$ cat config.mk
export PLATFORM = sky130hd
export DESIGN_NAME = layer_rx_mac
export DESIGN_NICKNAME = d
export VERILOG_FILES = /design/src/rtl/ann_pkg.sv /design/src/rtl/ann_sat_relu.sv /design/src/rtl/layer_rx_mac.sv
export SDC_FILE = /design/constraint.sdc
export NUM_CORES = 2
export LEC_CHECK = 0
export CORE_UTILIZATION = 40
export CTS_CLUSTER_DIAMETER = 30
export DETAILED_ROUTE_END_ITERATION = 10
export PLACE_DENSITY = 0.61
export SYNTH_ARGS = -nofsm -noshare
export SYNTH_HDL_FRONTEND = slang
export SYNTH_HIERARCHICAL = 1
export SYNTH_SLANG_ARGS = --single-unit
$ cat constraint.sdc
create_clock -name clk -period 27.7 [get_ports clk]
set_input_delay 5.54 -clock clk [delete_from_list [all_inputs] [get_ports clk]]
set_output_delay 5.54 -clock clk [all_outputs]
set_load 0.02 [all_outputs]
$ cat src/rtl/ann_pkg.sv
// ann_pkg: shared Q16.16 constants and layer FSM states
package ann_pkg;
    localparam int DATA_W = 32;
    localparam int FRAC_W = 16;
    localparam logic [31:0] Q_ONE = 32'h0001_0000;
    localparam logic [31:0] Q_MAX = 32'h7FFF_FFFF;
    typedef enum logic [1:0] {IDLE, ACC, FINISH} state_t;
endpackage

$ cat src/rtl/ann_sat_relu.sv
// ann_sat_relu: scales a wide Q(2F) sum back to Q16.16 with ReLU and saturation
module ann_sat_relu #(
    parameter int W      = 68,
    parameter int DATA_W = 32,
    parameter int FRAC_W = 16
) (
    input  logic signed [W-1:0]      x,
    output logic        [DATA_W-1:0] y
);
    logic signed [W-1:0] r;
    // negative clamps to zero; anything at or above bit DATA_W-1 clamps to max positive
    always_comb begin
        r = x >>> FRAC_W;
        y = x[W-1] ? '0 : |r[W-1:DATA_W-1] ? {1'b0, {(DATA_W-1){1'b1}}} : r[DATA_W-1:0];
    end
endmodule

$ cat src/rtl/layer_rx_mac.sv
// layer_rx_mac: serial activation receiver with MAC, bias, saturation and ReLU
module layer_rx_mac #(
    parameter int N_IN   = 3,
    parameter int DATA_W = ann_pkg::DATA_W,
    parameter int FRAC_W = ann_pkg::FRAC_W
) (
    input  logic                     clk,
    input  logic                     rst,
    input  logic [DATA_W-1:0]        in_data,
    input  logic                     in_valid,
    input  logic [N_IN*DATA_W-1:0]   w_flat,
    input  logic [DATA_W-1:0]        bias,
    output logic [DATA_W-1:0]        out,
    output logic                     done,
    output logic                     busy,
    output logic                     overrun
);
    import ann_pkg::*;
    localparam int ACC_W = 2*DATA_W + $clog2(N_IN) + 1;
    localparam int SUM_W = ACC_W + 1;
    localparam int IDX_W = N_IN > 1 ? $clog2(N_IN) : 1;
    state_t state, state_nx;
    logic [IDX_W-1:0] idx;
    logic signed [ACC_W-1:0] acc;
    logic signed [2*DATA_W-1:0] a_x, w_x, prod;
    logic signed [SUM_W-1:0] sum;
    logic [DATA_W-1:0] res;
    logic accept, last;
    // words are taken in every state except FINISH; the product is formed at full width
    always_comb begin
        accept = in_valid && state != FINISH;
        last = idx == IDX_W'(N_IN-1);
        a_x = {{DATA_W{in_data[DATA_W-1]}}, in_data};
        w_x = {{DATA_W{w_flat[idx*DATA_W+DATA_W-1]}}, w_flat[idx*DATA_W +: DATA_W]};
        prod = a_x * w_x;
        sum = {acc[ACC_W-1], acc} + {{(SUM_W-DATA_W-FRAC_W){bias[DATA_W-1]}}, bias, {FRAC_W{1'b0}}};
        state_nx = state == FINISH ? IDLE : accept ? (last ? FINISH : ACC) : state;
    end
    ann_sat_relu #(.W(SUM_W), .DATA_W(DATA_W), .FRAC_W(FRAC_W)) u_sat (.x(sum), .y(res));
    // state register
    always_ff @(posedge clk or negedge rst) begin
        if (!rst) state <= IDLE;
        else      state <= state_nx;
    end
    // accumulator, word index, result register and status flags
    always_ff @(posedge clk or negedge rst) begin
        if (!rst) begin
            idx     <= '0;
            acc     <= '0;
            out     <= '0;
            done    <= 1'b0;
            busy    <= 1'b0;
            overrun <= 1'b0;
        end else begin
            busy    <= state_nx != IDLE;
            done    <= state == FINISH;
            overrun <= overrun | (in_valid && state == FINISH);
            if (state == FINISH) begin
                out <= res;
                acc <= '0;
            end else if (accept) begin
                acc <= acc + {{(ACC_W-2*DATA_W){prod[2*DATA_W-1]}}, prod};
                idx <= last ? '0 : idx + 1'b1;
            end
        end
    end
endmodule
* After elaboration in Yosys (flattened, before gate mapping)
Index checks and enable logic that the tools add are counted.
** Operators by class
- Reductions and logical operators :: 6
- Div/mod/pow operators :: 0
- Bitwise gates (word level) :: 2
- Multiplexer cells :: 10
- Add/subtract/negate cells :: 5
- Shift-type cells :: 1
- Multipliers :: 1
- $lt $le $gt $ge :: 1
- Eq/ne operators :: 3
** Operator list (count)
- $mux W67 :: 2
- $shiftx A96 B8 Y32 :: 1
- $add A67 B48 Y68 :: 1
- $add A67 B67 Y67 :: 1
- $mul A32 B33 Y64 :: 1
- $mux W32 :: 2
- $lt A32 B8 Y1 const B :: 1
- $reduce_or A21 Y1 :: 1
- $sub A8 B1 Y9 const B :: 1
- $add A7 B6 Y8 const B :: 1
- $mux W2 :: 4
- $bmux W1 S7 :: 1
- $eq A2 B2 Y1 const B :: 2
- $reduce_bool A2 Y1 :: 2
- $add A2 B1 Y2 const B :: 1
- $logic_and A1 B1 Y1 :: 2
- $ne A2 B2 Y1 const B :: 1
- $reduce_and A2 Y1 :: 1
- $mux W1 :: 1
- $not A1 Y1 :: 1
- $or A1 B1 Y1 :: 1
** Word-level totals
- Bits in latches :: 0
- Register bits :: 106
- ROM bits :: 0
- Input bits :: 163
- Word-level logic and storage cells :: 36
- Bits in writable memories :: 0
- Memories :: 0

* Depth between registers and ports, before layout
- Depth in word-level cells :: 8
- Gate-level depth with buffers :: 46
- Gate-level depth less buffers :: 40

* By module
The synthesis kept the hierarchy.
** By module, submodules not included
- layer_rx_mac :: area each 47234.1 um^2, seq. area each 2652.5 um^2, instances 1, cells an instance 5268
- ann_sat_relu :: area each 603.1 um^2, seq. area each 0.0 um^2, instances 1, cells an instance 85

* Worst setup path after synthesis
Ideal clock, no wire load.
- Path type :: in2reg
- Start :: input port w_flat[63]
- End :: register acc[63]
- Path buffers :: 3
- Data arrival time :: 14976 ps
- Setup slack :: 12656 ps
- Required time :: 27631 ps
- Stages :: 35
- Cells stage by stage :: mux2i_1 > o21ai_0 > clkbuf_1 > nand2_1 > inv_1 > fa_1 > fa_1 > fa_1 > inv_1 > fa_1 > inv_1 > fa_1 > fa_1 > fa_1 > fa_1 > ha_1 > clkbuf_1 > nand3_1 > nor2_1 > nand4_1 > or3_1 > o211ai_1 > nand4_1 > nand3_1 > nand2_1 > xnor2_1 > ha_1 > clkbuf_1 > inv_1 > nor4_1 > nand4_1 > inv_1 > o211ai_1 > a2111o_1 > nand3_1
** Between the ends
- Word-level cells in the longest chain between the ends :: 6
- Elaborated cells between the ends (all ways) :: 7
- Those cells by class :: add/sub: 1; mul: 1; shift: 1; mux: 4
** RTL lines
- from (decl) :: line layer_rx_mac.sv:11 : input logic [N_IN*DATA_W-1:0] w_flat,
- $bmux W1 S7 :: line layer_rx_mac.sv:34 : w_x = {{DATA_W{w_flat[idx*DATA_W+DATA_W-1]}}, w_flat[idx*DATA_W +: DATA_W]};
- $mux W1 (not written as such) :: line layer_rx_mac.sv:34
- $mul A32 B33 Y64 * :: line layer_rx_mac.sv:35 : prod = a_x * w_x;
- $add A67 B67 Y67 * :: line layer_rx_mac.sv:62 : acc <= acc + {{(ACC_W-2*DATA_W){prod[2*DATA_W-1]}}, prod};
- $mux W67 * :: line layer_rx_mac.sv:61 : end else if (accept) begin
- $mux W67 * :: line layer_rx_mac.sv:58 : if (state == FINISH) begin
- to (signal assigned) :: line layer_rx_mac.sv:62
- to (decl) :: line layer_rx_mac.sv:24 : logic signed [ACC_W-1:0] acc;
Mark *: on every way between the ends. The rest lies on a longest branch, timed or not. The select of a mux whose other input is x is not followed.
A chain may end at the register's enable or synchronous reset.

* Worst setup path after layout
- Start :: input port w_flat[43]
- End :: register acc[65]
Same word-level chain as after synthesis.

==> results.py <==
metrics = {
    "status": {
        "status": "completed",
    },
    "sta": {
        "fmax_mhz": 61.24,
        "post-route-period-util_pct": 58.95,
        "max-slew-margin-rel_pct": 15.72,
        "min_period_ns": 16.33,
        "rsz0062_at_grt": "false",
        "setup_viol": 0,
        "finalHoldViolations": 0,
        "skew_ns": 0.01262,
        "finalMaxSlewViolations": 0,
        "worst_pin_slew_ns": 1.264,
        "fin_tns_setup_ns": 0,
    },
    "cts": {
        "clk_latency_ns": 0.38,
        "cts_inserted_buffers": 9,
        "cts_tree": "yes",
        "cts_setup_buffers": 0,
        "clk_pin_slew_ns": 0.08,
        "clock_sinks": 106,
        "hold_buffers": 0,
        "cts_resized": 0,
        "cts.path.max_buffers": 2,
        "htreeDepth": 3,
        "cts-root-buf": "clkbuf_16",
    },
    "die": {
        "start_util_pct": 40.46,
        "die_w_um": 347.8,
        "std_cell_rows": 126,
        "ios": 198,
        "core-area_mm2": 0.1182,
        "fp.dieArea_mm2": 0.1210,
        "fp.dieH_um": 347.8,
    },
    "yosys": {
        "seq_area_frac_synth_pct": 5.545,
        "async_flop_share_pct": 100.0,
        "synthTopCellsByArea": "fa_1, ha_1, inv_1",
        "synth_xor_area_share_pct": 2.856,
        "yosys_register_bits": 106,
        "muxShareOfSynthArea_pct": 1.548,
        "synthSimpleGateAreaFrac_pct": 17.57,
        "netlist-cell-type-count": 94,
        "syn-cell-area_mm2": 0.04784,
        "syn_avg_cell_area_um2": 8.937,
        "synth_top_cell_area_share_pct": 45.36,
        "ys_warn_count": 6,
        "synth-edff-count": 0,
        "synth_common_cells": "fa_1, inv_1, nand2_1",
        "ys.flop_type": "dfrtp_1",
        "synth_top_family_by_area": "adder cells",
        "syn-instance-count": 5353,
        "synth_nets": 6903,
        "yosysMostFrequentCell": "fa_1",
        "synthAdderAreaFrac_pct": 53.29,
        "synth_compound_area_share_pct": 9.275,
        "synth_top_area_cell": "fa_1",
    },
    "placement": {
        "dpl.hpwl_mm": 104.5,
        "portBuffers": 197,
        "place.gp.congestion": 0.9190,
    },
    "global_routing": {
        "antenna_found_initial": 1,
        "grt_pass1_wl_mm": 211.2,
        "grt_pass1_vias": 38652,
        "grt_max_degree": 58,
        "track_usage_pct": 21.86,
        "overflow": 0,
    },
    "worst_setup_path": {
        "cp_num_buf_inv": 3,
        "regToRegSetupSlack_ns": 15.50,
        "cp-end-kind": "flop",
        "slowest_delay_ns": 0.91,
        "cp.arrival_ns": 16.59,
        "r2r-end": "acc[63]$_DFFE_PN0P_",
        "crit_fanout": 32,
        "crit_type": "input pin to flop",
        "reg2reg_depth": 38,
        "worstPathRequired_ns": 27.96,
        "startpoint_type": "input pin",
        "cp_top_family": "adder cells",
        "reg2reg_from": "idx[1]$_DFFE_PN0P_",
        "slowest_stage": "o21ai_4",
        "crit_path_frequent_cell": "fa_1",
    },
    "drt": {
        "dr.pass1.iters": 5,
        "vias": 36182,
        "antenna_left": 0,
        "drtIter0Drc": 1859,
        "wl_per_cell_um": 18.52,
        "via_per_inst": 5.244,
        "wl_mm": 127.8,
        "drc": 0,
    },
    "final_layout": {
        "seq_area_mm2": 0.002655,
        "area_delta_synth_final_pct": 7.977,
        "multi_input_area_mm2": 0.04061,
        "drive_above_1_share_pct": 3.635,
        "final_nets": 6910,
        "n_fill_cell": 11608,
        "diodes": 0,
    },
    "min_path": {
        "hold_start": "overrun$_DFF_PN0_",
        "holdPathStages": 1,
        "hold_class": "flop to flop",
        "whs_endpoint": "overrun$_DFF_PN0_",
    },
    "job": {
        "cap_violations": 0,
    },
}
worst reg2reg max path, delay by kind of cell, from the launching register on:
family | cells | cell delay [ns]
AOI/OAI and AO/OA | 4 | 0.89
adders and majority gates | 10 | 5.56
and+or+nand+nor | 13 | 2.75
DFF | 1 | 0.34
buffers and inverters | 10 | 2.46
xor gates and xnor gates | 1 | 0.13
worst max path at each step:
stage                     startpoint                   to  slack, ns  cells after the start
after floorplan           w_flat[63]  acc[63]$_DFFE_PN0P_      12.66                     35
after global placement    w_flat[43]  acc[65]$_DFFE_PN0P_      11.26                     34
after detailed placement  w_flat[46]  acc[65]$_DFFE_PN0P_      11.14                     34
after CTS                 w_flat[43]  acc[65]$_DFFE_PN0P_      11.52                     34
after global routing      w_flat[63]  acc[66]$_DFFE_PN0P_      10.82                     35
final                     w_flat[43]  acc[65]$_DFFE_PN0P_      11.37                     34
final cells by class:
type / instances / area share [%]
multi-input cells: 3997 / 78.62
inverters: 973 / 7.071
flip-flops and latches: 106 / 5.140
repair buffers: 273 / 4.912
well taps: 1536 / 3.721
clock buffers: 12 / 0.4966
clock inverters: 3 / 0.04360
registers in the layout, summed over array words and instances, names as in the netlist:
register / cells
done: 1
overrun: 1
idx: 2
out: 32
state: 2
busy: 1
acc: 67
logic make-up (layout without fill, tap and decap cells):
logic type,Yosys count,count (layout)
AO/OA/AOI/OAI,683,683
XOR/XNOR,156,156
adder cells (fa/ha/maj),1387,1387
buffers and inverters,1250,1261
flip-flops,106,106
multiplexers,74,74
other,1,1
AND/OR/NAND/NOR,1696,1696
metrics by stage:
stage / cells / util [%] / area, µm² / setup WS, ns / hold WS (ns)
floorplan: 5353 / - / 47840 / 12.66 / 0.4501
global placement: 6885 / 43.45 / 51370 / 11.26 / 0.4407
detailed placement: 6885 / 43.45 / 51370 / 11.14 / 0.4435
CTS: 6900 / 43.69 / 51650 / 11.52 / 0.4629
global route: 6900 / 43.69 / 51650 / 10.82 / 0.4972
finish: 6900 / 43.69 / 51650 / 11.37 / 0.4565
placed cells by master (no fill, tap or decap), drive strengths merged, types with 9 or more instances in the layout:
cell type / Yosys / layout
fa: 1084 / 1084
inv: 972 / 974
nand2: 742 / 742
and2: 515 / 515
ha: 303 / 303
a21oi: 219 / 219
clkdlybuf4s50: 0 / 195
nor2: 164 / 164
o21ai: 146 / 146
xnor2: 109 / 109
dfrtp: 106 / 106
a21o: 87 / 87
buf: 24 / 78
mux2i: 74 / 74
nor3: 68 / 68
nand3: 52 / 52
xor2: 47 / 47
o21bai: 41 / 41
and3: 37 / 37
a211oi: 35 / 35
nand2b: 31 / 31
o21a: 25 / 25
nor2b: 24 / 24
a31oi: 22 / 22
nand4: 21 / 21
o211ai: 20 / 20
clkbuf: 253 / 12
a21boi: 10 / 10
a41oi: 9 / 9
routing by layer:
layer  wire length (µm)  vias up  track usage, %
met5                  0        -               0
met4               3162        0           5.187
met2              65490      856           38.81
met3               4925      168           1.966
met1              54220    18716           28.68
li1                   -    16442               -
Power is not shown: default switching activity piles up to over one toggle a cycle in this logic, so the estimate is an artifact.
